`config.mk`:
```
export PLATFORM = sky130hd
export DESIGN_NAME = axonerve_kvs_cmd_issuer
export DESIGN_NICKNAME = d
export VERILOG_FILES = /design/src/rtl/axonerve_kvs_cmd_issuer.sv
export SDC_FILE = /design/constraint.sdc
export NUM_CORES = 1
export LEC_CHECK = 0
export CAP_MARGIN = 25
export CORE_MARGIN = 2
export CORE_UTILIZATION = 53
export DETAILED_ROUTE_END_ITERATION = 10
export GPL_ROUTABILITY_DRIVEN = 0
export HOLD_SLACK_MARGIN = 0.08
export MAX_ROUTING_LAYER = met4
export PLACE_DENSITY = 0.79
export SLEW_MARGIN = 30
export SYNTH_ARGS = -nofsm -noshare
export SYNTH_HDL_FRONTEND = slang
export SYNTH_SLANG_ARGS = --single-unit
export TNS_END_PERCENT = 100
```
`constraint.sdc`:
```
create_clock -name I_CLK -period 5.7 [get_ports I_CLK]
set_input_delay 1.425 -clock I_CLK [delete_from_list [all_inputs] [get_ports I_CLK]]
set_output_delay 1.425 -clock I_CLK [all_outputs]
set_load 0.03 [all_outputs]
```
`src/rtl/axonerve_kvs_cmd_issuer.sv`:
```
// rtl/axonerve_kvs_cmd_issuer.sv - host command front end for the Axonerve KVS kernel
// Issues one-cycle kernel strobes, tags in-order ACKs with their opcode, sequences INIT.
module axonerve_kvs_cmd_issuer #(
    parameter int OUTSTANDING_MAX = 16,
    parameter int RESP_DEPTH      = 16,
    parameter int TIMEOUT_CYCLES  = 1024
) (
    input  logic         I_CLK,
    input  logic         I_RST,
    input  logic         I_S_VALID,
    output logic         O_S_READY,
    input  logic [2:0]   I_S_OP,
    input  logic [127:0] I_S_KEY,
    input  logic [127:0] I_S_MSK,
    input  logic [6:0]   I_S_PRI,
    input  logic [31:0]  I_S_VALUE,
    input  logic         I_K_READY,
    input  logic         I_K_WAIT,
    input  logic         I_K_CMD_FULL,
    output logic         O_K_CMD_INIT,
    output logic         O_K_CMD_VALID,
    output logic         O_K_CMD_ERASE,
    output logic         O_K_CMD_WRITE,
    output logic         O_K_CMD_SEARCH,
    output logic         O_K_CMD_UPDATE,
    output logic         O_K_CMD_READ,
    output logic [127:0] O_K_KEY_DAT,
    output logic [127:0] O_K_EKEY_MSK,
    output logic [6:0]   O_K_KEY_PRI,
    output logic [31:0]  O_K_KEY_VALUE,
    input  logic         I_K_ACK,
    input  logic         I_K_ENT_ERR,
    input  logic         I_K_SINGLE_HIT,
    input  logic         I_K_MULTI_HIT,
    input  logic [31:0]  I_K_KEY_VALUE,
    output logic         O_M_VALID,
    input  logic         I_M_READY,
    output logic [2:0]   O_M_OP,
    output logic [3:0]   O_M_STATUS,
    output logic [31:0]  O_M_VALUE,
    output logic [4:0]   O_OUTSTANDING,
    output logic         O_BUSY,
    output logic [1:0]   O_ERR
);
    localparam int TAW  = (OUTSTANDING_MAX > 1) ? $clog2(OUTSTANDING_MAX) : 1;
    localparam int RAW  = (RESP_DEPTH > 1) ? $clog2(RESP_DEPTH) : 1;
    localparam int TOW  = $clog2(TIMEOUT_CYCLES + 1);
    localparam int RSPW = 3 + 4 + 32;

    typedef enum logic [2:0] {
        ST_INIT_WAIT,
        ST_RUN,
        ST_DRAIN,
        ST_INIT_PULSE,
        ST_ERROR
    } state_t;

    state_t         state_q, state_d;
    logic [4:0]     outstanding_q, outstanding_d;
    logic [TAW-1:0] tag_wr_q, tag_wr_d, tag_rd_q, tag_rd_d;
    logic [RAW-1:0] resp_wr_q, resp_wr_d, resp_rd_q, resp_rd_d;
    logic [RAW:0]   resp_cnt_q, resp_cnt_d;
    logic [TOW-1:0] tmo_q, tmo_d;
    logic [1:0]     err_q, err_d;
    logic           k_valid_q, k_valid_d, k_search_q, k_search_d, k_write_q, k_write_d;
    logic           k_erase_q, k_erase_d, k_update_q, k_update_d, k_init_q, k_init_d;
    logic [127:0]   k_key_q, k_key_d, k_msk_q, k_msk_d;
    logic [6:0]     k_pri_q, k_pri_d;
    logic [31:0]    k_value_q, k_value_d;

    logic [2:0]      tag_mem [OUTSTANDING_MAX];
    logic [RSPW-1:0] resp_mem [RESP_DEPTH];

    logic            op_illegal, op_init, s_ready, accept, k_accept, ill_accept;
    logic            ack_ok, ack_spur, resp_wr, resp_rd, m_valid, tmo_hit;
    logic [RSPW-1:0] resp_wdata, resp_rdata;

    assign op_illegal = (I_S_OP > 3'd4);
    assign op_init    = (I_S_OP == 3'd4);

    // Illegal opcodes write the response buffer directly, so they yield to an ACK.
    assign s_ready = (state_q == ST_RUN) & I_K_READY & ~I_K_WAIT & ~I_K_CMD_FULL
                   & (int'(outstanding_q) < OUTSTANDING_MAX)
                   & ((int'(outstanding_q) + int'(resp_cnt_q)) < RESP_DEPTH)
                   & (~op_illegal | ~I_K_ACK);

    assign accept     = I_S_VALID & s_ready;
    assign k_accept   = accept & (I_S_OP < 3'd4);
    assign ill_accept = accept & op_illegal;
    assign ack_ok     = I_K_ACK & (outstanding_q != 5'd0);
    assign ack_spur   = I_K_ACK & (outstanding_q == 5'd0);
    assign m_valid    = (resp_cnt_q != '0);
    assign resp_wr    = ack_ok | ill_accept;
    assign resp_rd    = m_valid & I_M_READY;
    assign tmo_hit    = (tmo_q == TOW'(TIMEOUT_CYCLES));
    assign resp_rdata = resp_mem[resp_rd_q];

    assign resp_wdata = ack_ok
        ? {tag_mem[tag_rd_q], 1'b0, I_K_ENT_ERR, I_K_MULTI_HIT, I_K_SINGLE_HIT, I_K_KEY_VALUE}
        : {I_S_OP, 4'b1000, 32'd0};

    always_ff @(posedge I_CLK) begin
        if (k_accept) begin
            tag_mem[tag_wr_q] <= I_S_OP;
        end
        if (resp_wr) begin
            resp_mem[resp_wr_q] <= resp_wdata;
        end
    end

    always_comb begin
        state_d       = state_q;
        outstanding_d = outstanding_q;
        tag_wr_d      = tag_wr_q;
        tag_rd_d      = tag_rd_q;
        resp_wr_d     = resp_wr_q;
        resp_rd_d     = resp_rd_q;
        resp_cnt_d    = resp_cnt_q;
        tmo_d         = tmo_q;
        err_d         = err_q;
        k_valid_d     = 1'b0;
        k_search_d    = 1'b0;
        k_write_d     = 1'b0;
        k_erase_d     = 1'b0;
        k_update_d    = 1'b0;
        k_init_d      = 1'b0;
        k_key_d       = k_key_q;
        k_msk_d       = k_msk_q;
        k_pri_d       = k_pri_q;
        k_value_d     = k_value_q;

        if (k_accept) begin
            k_valid_d = 1'b1;
            k_key_d   = I_S_KEY;
            k_msk_d   = I_S_MSK;
            k_pri_d   = I_S_PRI;
            k_value_d = I_S_VALUE;
            case (I_S_OP)
                3'd0:    k_search_d = 1'b1;
                3'd1:    k_write_d  = 1'b1;
                3'd2:    k_erase_d  = 1'b1;
                3'd3:    k_update_d = 1'b1;
                default: k_valid_d  = 1'b1;
            endcase
            tag_wr_d = (tag_wr_q == TAW'(OUTSTANDING_MAX - 1)) ? '0 : tag_wr_q + TAW'(1);
        end
        if (ack_ok) begin
            tag_rd_d = (tag_rd_q == TAW'(OUTSTANDING_MAX - 1)) ? '0 : tag_rd_q + TAW'(1);
        end

        case ({k_accept, ack_ok})
            2'b10:   outstanding_d = outstanding_q + 5'd1;
            2'b01:   outstanding_d = outstanding_q - 5'd1;
            default: outstanding_d = outstanding_q;
        endcase

        if (resp_wr) begin
            resp_wr_d = resp_wr_q + RAW'(1);
        end
        if (resp_rd) begin
            resp_rd_d = resp_rd_q + RAW'(1);
        end
        case ({resp_wr, resp_rd})
            2'b10:   resp_cnt_d = resp_cnt_q + (RAW+1)'(1);
            2'b01:   resp_cnt_d = resp_cnt_q - (RAW+1)'(1);
            default: resp_cnt_d = resp_cnt_q;
        endcase

        if (ack_ok || (outstanding_q == 5'd0)) begin
            tmo_d = '0;
        end else if (!tmo_hit) begin
            tmo_d = tmo_q + TOW'(1);
        end

        if (ack_spur) begin
            err_d[1] = 1'b1;
        end

        case (state_q)
            ST_INIT_WAIT:  if (I_K_READY) state_d = ST_RUN;
            ST_RUN:        if (accept && op_init) state_d = ST_DRAIN;
            ST_DRAIN: begin
                if (outstanding_q == 5'd0) begin
                    state_d  = ST_INIT_PULSE;
                    k_init_d = 1'b1;
                end
            end
            ST_INIT_PULSE: state_d = ST_INIT_WAIT;
            ST_ERROR:      state_d = ST_ERROR;
            default:       state_d = ST_INIT_WAIT;
        endcase

        // A hung kernel is terminal until reset; ACKs keep draining into the buffer.
        if (tmo_hit) begin
            state_d  = ST_ERROR;
            err_d[0] = 1'b1;
        end
    end

    always_ff @(posedge I_CLK) begin
        if (I_RST) begin
            state_q       <= ST_INIT_WAIT;
            outstanding_q <= '0;
            tag_wr_q      <= '0;
            tag_rd_q      <= '0;
            resp_wr_q     <= '0;
            resp_rd_q     <= '0;
            resp_cnt_q    <= '0;
            tmo_q         <= '0;
            err_q         <= '0;
            k_valid_q     <= 1'b0;
            k_search_q    <= 1'b0;
            k_write_q     <= 1'b0;
            k_erase_q     <= 1'b0;
            k_update_q    <= 1'b0;
            k_init_q      <= 1'b0;
            k_key_q       <= '0;
            k_msk_q       <= '0;
            k_pri_q       <= '0;
            k_value_q     <= '0;
        end else begin
            state_q       <= state_d;
            outstanding_q <= outstanding_d;
            tag_wr_q      <= tag_wr_d;
            tag_rd_q      <= tag_rd_d;
            resp_wr_q     <= resp_wr_d;
            resp_rd_q     <= resp_rd_d;
            resp_cnt_q    <= resp_cnt_d;
            tmo_q         <= tmo_d;
            err_q         <= err_d;
            k_valid_q     <= k_valid_d;
            k_search_q    <= k_search_d;
            k_write_q     <= k_write_d;
            k_erase_q     <= k_erase_d;
            k_update_q    <= k_update_d;
            k_init_q      <= k_init_d;
            k_key_q       <= k_key_d;
            k_msk_q       <= k_msk_d;
            k_pri_q       <= k_pri_d;
            k_value_q     <= k_value_d;
        end
    end

    assign O_S_READY      = s_ready;
    assign O_K_CMD_INIT   = k_init_q;
    assign O_K_CMD_VALID  = k_valid_q;
    assign O_K_CMD_ERASE  = k_erase_q;
    assign O_K_CMD_WRITE  = k_write_q;
    assign O_K_CMD_SEARCH = k_search_q;
    assign O_K_CMD_UPDATE = k_update_q;
    assign O_K_CMD_READ   = 1'b0;
    assign O_K_KEY_DAT    = k_key_q;
    assign O_K_EKEY_MSK   = k_msk_q;
    assign O_K_KEY_PRI    = k_pri_q;
    assign O_K_KEY_VALUE  = k_value_q;
    assign O_M_VALID      = m_valid;
    assign O_M_OP         = m_valid ? resp_rdata[38:36] : 3'd0;
    assign O_M_STATUS     = m_valid ? resp_rdata[35:32] : 4'd0;
    assign O_M_VALUE      = m_valid ? resp_rdata[31:0] : 32'd0;
    assign O_OUTSTANDING  = outstanding_q;
    assign O_BUSY         = (state_q != ST_RUN);
    assign O_ERR          = err_q;

endmodule

```
# Word-level counts from Yosys, hierarchy flattened
# Memory sizes are Yosys's and may differ from the RTL's. A register that Yosys moved wholly into a read port is not among the register bits.
# Cells that the tools add are included.
# op_classes
addsub	10
order_cmp	4
eq_ne	21
n_mux	26
bitwise_logic	20
n_reduce_logical	15
# op_table
cell	n
39-bit 2-to-1 mux	1
32-bit 2-to-1 mux	1
4-bit 2-to-1 mux	7
5-bit one-hot mux with 2 select lines	2
4-bit by 1-bit adder with 4-bit output, second input constant	4
3-bit 2-to-1 mux	5
1-bit AND	12
3-bit one-hot mux with 4 select lines	1
11-bit by 1-bit adder with 11-bit output, second input constant	1
11-bit equality test, second input constant	1
5-bit by 1-bit adder with 5-bit output, second input constant	2
5-bit nonzero test	2
5-bit by 1-bit subtractor with 5-bit output, second input constant	2
3-bit by 2-bit equality test with 1-bit output, second input constant	3
1-bit 2-to-1 mux	9
4-bit equality test, second input constant	2
2-bit OR reduction	4
5-bit by 5-bit adder with 6-bit output	1
3-bit by 1-bit equality test with 1-bit output, second input constant	2
3-bit equality test, second input constant	2
3-bit logical NOT	2
6-bit by 5-bit less-than comparator with 1-bit output, second input constant	1
3-bit inequality test, second input constant	2
1-bit inverter	6
15 further kinds	21
# totals
reg_bits	343
ramBits	672
inputBits	341
out_inout_bits	351
memories	2
# mem_list
name	depth	width	rd	rd_clocked_by_memory_dff	write_ports	line	rtl
resp_mem	16	39	1	1	1	72	logic [RSPW-1:0] resp_mem [RESP_DEPTH];
tag_mem	16	3	1	1	1	71	logic [2:0] tag_mem [OUTSTANDING_MAX];

# Depth between registers and ports, before layout
# depth
ltp_word	12
depth_mapped	17
mapped_depth_nobuf	14

# Least setup slack after synthesis
# Ideal clock, no wire load.
# synth_timing
kind	input -> register
from	input I_S_OP[2]
to	register resp_cnt_q[4]
setup_time_ns	0.128
arrival_time_ns	4.313
path_slack_ns	1.260
cell_stages	16
n_path_buf	4
cell_sequence	clkbuf_1 > o21ai_0 > nor3_1 > or2_2 > clkbuf_1 > clkbuf_1 > inv_1 > ha_1 > clkbuf_1 > xor2_1 > ha_1 > a21oi_1 > a32oi_1 > a31oi_1 > xnor2_1 > nor2_1
# synth_via
elab_chain_cells	9
word_cells_on_any_way	11
cone_classes	order compare: 1; eq/ne: 2; mux: 1; bitwise: 6; reduce/logical: 1
# synth_rtl
item	line	rtl
start: declaration	12	input logic [2:0] I_S_OP,
3-bit greater-than comparator (*)	78	assign op_illegal = (I_S_OP > 3'd4);
1-bit inverter	85	& (~op_illegal | ~I_K_ACK);
1-bit bitwise OR	85	
1-bit AND	85	
1-bit AND	87	assign accept = I_S_VALID & s_ready;
1-bit AND (*)	89	assign ill_accept = accept & op_illegal;
1-bit bitwise OR (*)	93	assign resp_wr = ack_ok | ill_accept;
2-bit by 1-bit equality test with 1-bit output / 2-bit equality test (equally long branches)	163	case ({resp_wr, resp_rd})
5-bit one-hot mux with 2 select lines / 2-bit nonzero test (equally long branches)	n/a	
end signal: assignment	228	resp_cnt_q <= resp_cnt_d;
end: declaration	62	logic [RAW:0] resp_cnt_q, resp_cnt_d;
# Mark *: on every way between the ends. The rest lies on a longest branch, timed or not.
# A chain may end at the register's enable or synchronous reset.

# Final worst setup path
# layout_timing
from	register resp_cnt_q[1]
to	output O_M_VALUE[1]
# layout_via
elab_chain_cells	2
# layout_rtl
item	line	rtl
5-bit nonzero test	92	assign m_valid = (resp_cnt_q != '0);
32-bit 2-to-1 mux	259	assign O_M_VALUE = m_valid ? resp_rdata[31:0] : 32'd0;
end: declaration	40	output logic [31:0] O_M_VALUE,
# Every way passes these cells.

==> results.sh <==
export IMPL_run_status="complete, no violations"
export IMPL_coreArea_sq_um=71900
export IMPL_synth_compound_area_share_pct=5.29
export IMPL_place_ws_ps=596
export IMPL_powerDensity_nw_per_um2=301
export IMPL_synth_top_area_cell="edfxtp_1"
export IMPL_synth_area_per_cell_sq_um=14.3
export IMPL_final_util_pct=69.4
export IMPL_die_h_microns=274
export IMPL_crit_required_ps=4280
export IMPL_antenna_found_initial=23
export IMPL_synthTopCellsByArea="edfxtp_1 52%, dfxtp_1 18%, mux4_2 9.8%, nand2_1 5.9%, a21oi_1 4.1%"
export IMPL_rrSetupSlack_ps=1700
export IMPL_min_from="O_K_EKEY_MSK[89]"
export IMPL_cts_root_buffer="clkbuf_16"
export IMPL_cp_cell_sequence="or3_1 > or3_1 > nand2_1 > buf_4 > o22ai_1 > clkdlybuf4s50_1"
export IMPL_start_util_pct=53.7
export IMPL_max_slew_margin_pct=41.1
export IMPL_fin_ws_ps=529
export IMPL_cpMaxStageDelayCell="nand2_1"
export IMPL_path_max_fanout=14
export IMPL_reg2reg_from="O_OUTSTANDING[4]"
export IMPL_muxShareOfSynthArea_pct=12.1
export IMPL_synth_seq_cells=1023
export IMPL_rows=98
export IMPL_firstDrtPassIters=6
export IMPL_setup_tns_ps=0
export IMPL_cts_tree="done"
export IMPL_grt_pass1_wl_microns=190000
export IMPL_syn_area_sq_um=38600
export IMPL_synthDistinctLibCells=59
export IMPL_ios=692
export IMPL_min_period_over_period_pct=90.7
export IMPL_cts_sinks=1023
export IMPL_whs_path_depth=2
export IMPL_remaining_drc_errors=0
export IMPL_synthToLayoutAreaGrowth_pct=29.2
export IMPL_p_leak_nw=15.6
export IMPL_worst_pin_slew_ps=883
export IMPL_fmax_mhz=193
export IMPL_rsz0062_at_grt="no"
export IMPL_synthCells=2707
export IMPL_grt_max_degree=221
export IMPL_yosys_area_share_simple_pct=8.84
export IMPL_period_minus_slack_ps=5170
export IMPL_fin_hold_ws_ps=452
export IMPL_hold_viol=0
export IMPL_fillers=4802
export IMPL_wirelength_microns=138000
export IMPL_drt_initial_drc_count=3631
export IMPL_overflow=0
export IMPL_setup_violations=0
export IMPL_postCtsSetupBuffers=0
export IMPL_cts_repair_resized=0
export IMPL_cts_buffers=101
export IMPL_cts_max_level=3
export IMPL_synth_xor_xnor_area_share_pct=0.499
export IMPL_final_nets=3737
export IMPL_r2r_end="O_OUTSTANDING[4]"
export IMPL_end_kind="output pin"
export IMPL_synth_most_common_cell="edfxtp_1"
export IMPL_crit_type="reg -> out"
export IMPL_max_stage_delay_ps=690
export IMPL_drive_gt1_share_pct=11.5
export IMPL_synth_common_cells="672 x edfxtp_1, 609 x nand2_1, 351 x dfxtp_1"
export IMPL_async_flop_share_pct=0
export IMPL_crit_top_cell="or3_1"
export IMPL_arrival_ps=3750
export IMPL_dieArea_sq_um=75000
export IMPL_synth_edf_count=672
export IMPL_synthAdderAreaFrac_pct=0.797
export IMPL_yosysWarnings=0
export IMPL_grt_use_total_pct=37.3
export IMPL_vdd_drop_max_v=0.000255
export IMPL_grt_pass1_vias=25900
export IMPL_synth_top_flop_cell="edfxtp_1"
export IMPL_cts_buffer_depth=3
export IMPL_slew_viol_final=0
export IMPL_start_kind="flop"
export IMPL_skew_ps=39.0
export IMPL_dpl_cell_area_sq_um=46600
export IMPL_min_path_type="reg -> reg"
export IMPL_ant_nets=0
export IMPL_vias_per_cell=6.07
export IMPL_synth_top_area_share_pct=52.3
export IMPL_port_buffers=690
export IMPL_yosysSeqAreaShare_pct=70.5
export IMPL_via_count=26800
export IMPL_die_x_microns=274
export IMPL_synth_fp_nets=3072
export IMPL_clk_latency_ps=680
export IMPL_synth_top_family_by_area="multiplexers"
export IMPL_wire_per_inst_microns=31.1
export IMPL_drv_cap=0
export IMPL_clk_pin_slew_ps=60
export IMPL_finalInstanceArea_sq_um=49900
export IMPL_place_hpwl_microns=98100
export IMPL_r2r_cells=11
export IMPL_hold_end="O_K_EKEY_MSK[89]"
export IMPL_hold_buffers=0
flip-flops by register name, summed over array words and instances, names as in the netlist, named ones only:
signal          count
O_ERR               2
O_K_CMD_ERASE       1
O_K_CMD_INIT        1
O_K_CMD_SEARCH      1
O_K_CMD_UPDATE      1
O_K_CMD_VALID       1
O_K_CMD_WRITE       1
O_K_EKEY_MSK      128
O_K_KEY_DAT       128
O_K_KEY_PRI         7
O_K_KEY_VALUE      32
O_OUTSTANDING       5
resp_cnt_q          5
resp_mem          624
resp_rd_q           4
resp_wr_q           4
state_q             3
tag_mem            48
tag_rd_q            4
tag_wr_q            4
tmo_q              11
worst max-delay path by stage:
stage | endpoint | cells after the start | start | slack, ps
2_1_floorplan | resp_cnt_q[4] | 16 | I_S_OP[2] | 1260
3_3_place_gp | O_S_READY | 6 | I_S_OP[0] | 660
3_5_place_dp | resp_cnt_q[4] | 14 | I_S_OP[0] | 600
4_1_cts | O_M_VALUE[1] | 6 | resp_cnt_q[0] | 560
5_1_grt | O_M_VALUE[1] | 6 | resp_cnt_q[0] | 450
6_report | O_M_VALUE[1] | 6 | resp_cnt_q[1] | 530
through the flow:
| stage | power, mW | std cells |
|---|---|---|
| after floorplan | 8.29 | 2707 |
| after global placement | 8.67 | 4218 |
| after detailed placement | 8.68 | 4218 |
| after CTS | 15.1 | 4404 |
| after global routing | 15.4 | 4418 |
| final | 15.0 | 4420 |
critical path: cells and delay by family, from the launching register on:
family	cells	cell delay [ps]
buffers and inverters	2	1030
AND/OR/NAND/NOR	3	1480
flip-flops	1	380
AO/OA/AOI/OAI	1	210
routing by layer:
metal	share of wire [%]	vias up	wire [microns]	global-route usage, %
met1	35	13400	48700	46.0
met4	6.4	0	8750	20.3
li1	-	11300	-	-
met2	46	1851	62700	54.7
met5	0	-	0	-
met3	13	302	17400	12.4
final cells by class:
| type | count | area, sq um | share of cell area (%) |
|---|---|---|---|
| flip-flops and latches | 1023 | 27200 | 54.6 |
| multi-input cells | 1492 | 10700 | 21.4 |
| repair buffers | 739 | 7540 | 15.1 |
| clock buffers | 141 | 2810 | 5.64 |
| well taps | 950 | 1190 | 2.38 |
| clock inverters | 45 | 390 | 0.782 |
| inverters | 15 | 56.3 | 0.113 |
| diodes | 15 | 37.5 | 0.0752 |
layout by cell type (no fill, tap or decap), drive strengths merged, types with 13 or more instances in the layout:
master	netlist	routed
a21oi	314	314
and2	36	36
and3	18	18
buf	62	50
clkbuf	115	141
clkdlybuf4s50	0	689
clkinv	0	31
dfxtp	351	351
diode	0	15
edfxtp	672	672
ha	23	23
inv	15	18
mux2i	81	81
mux4	168	168
nand2	609	609
nand3	13	13
nor2	56	56
nor3	15	15
o22ai	43	43
xor2	15	15
kinds of logic (layout without fill, tap and decap cells):
group                      count (synthesis)  count (layout)
muxes                                    255             255
xor gates and xnor gates                  22              22
and+or+nand+nor                          805             805
buffers and inverters                    192             940
adders and majority gates                 24              24
DFF                                     1023            1023
AOI/OAI and AO/OA                        385             385
other                                      1              16
power by group:
group          leakage (nW)  switching, mW  internal (mW)
sequential             8.84         0.0240           7.85
clock                  1.55           2.86           3.64
combinational          5.26          0.303          0.356
Note: power is estimated with default switching activity, not from simulation.
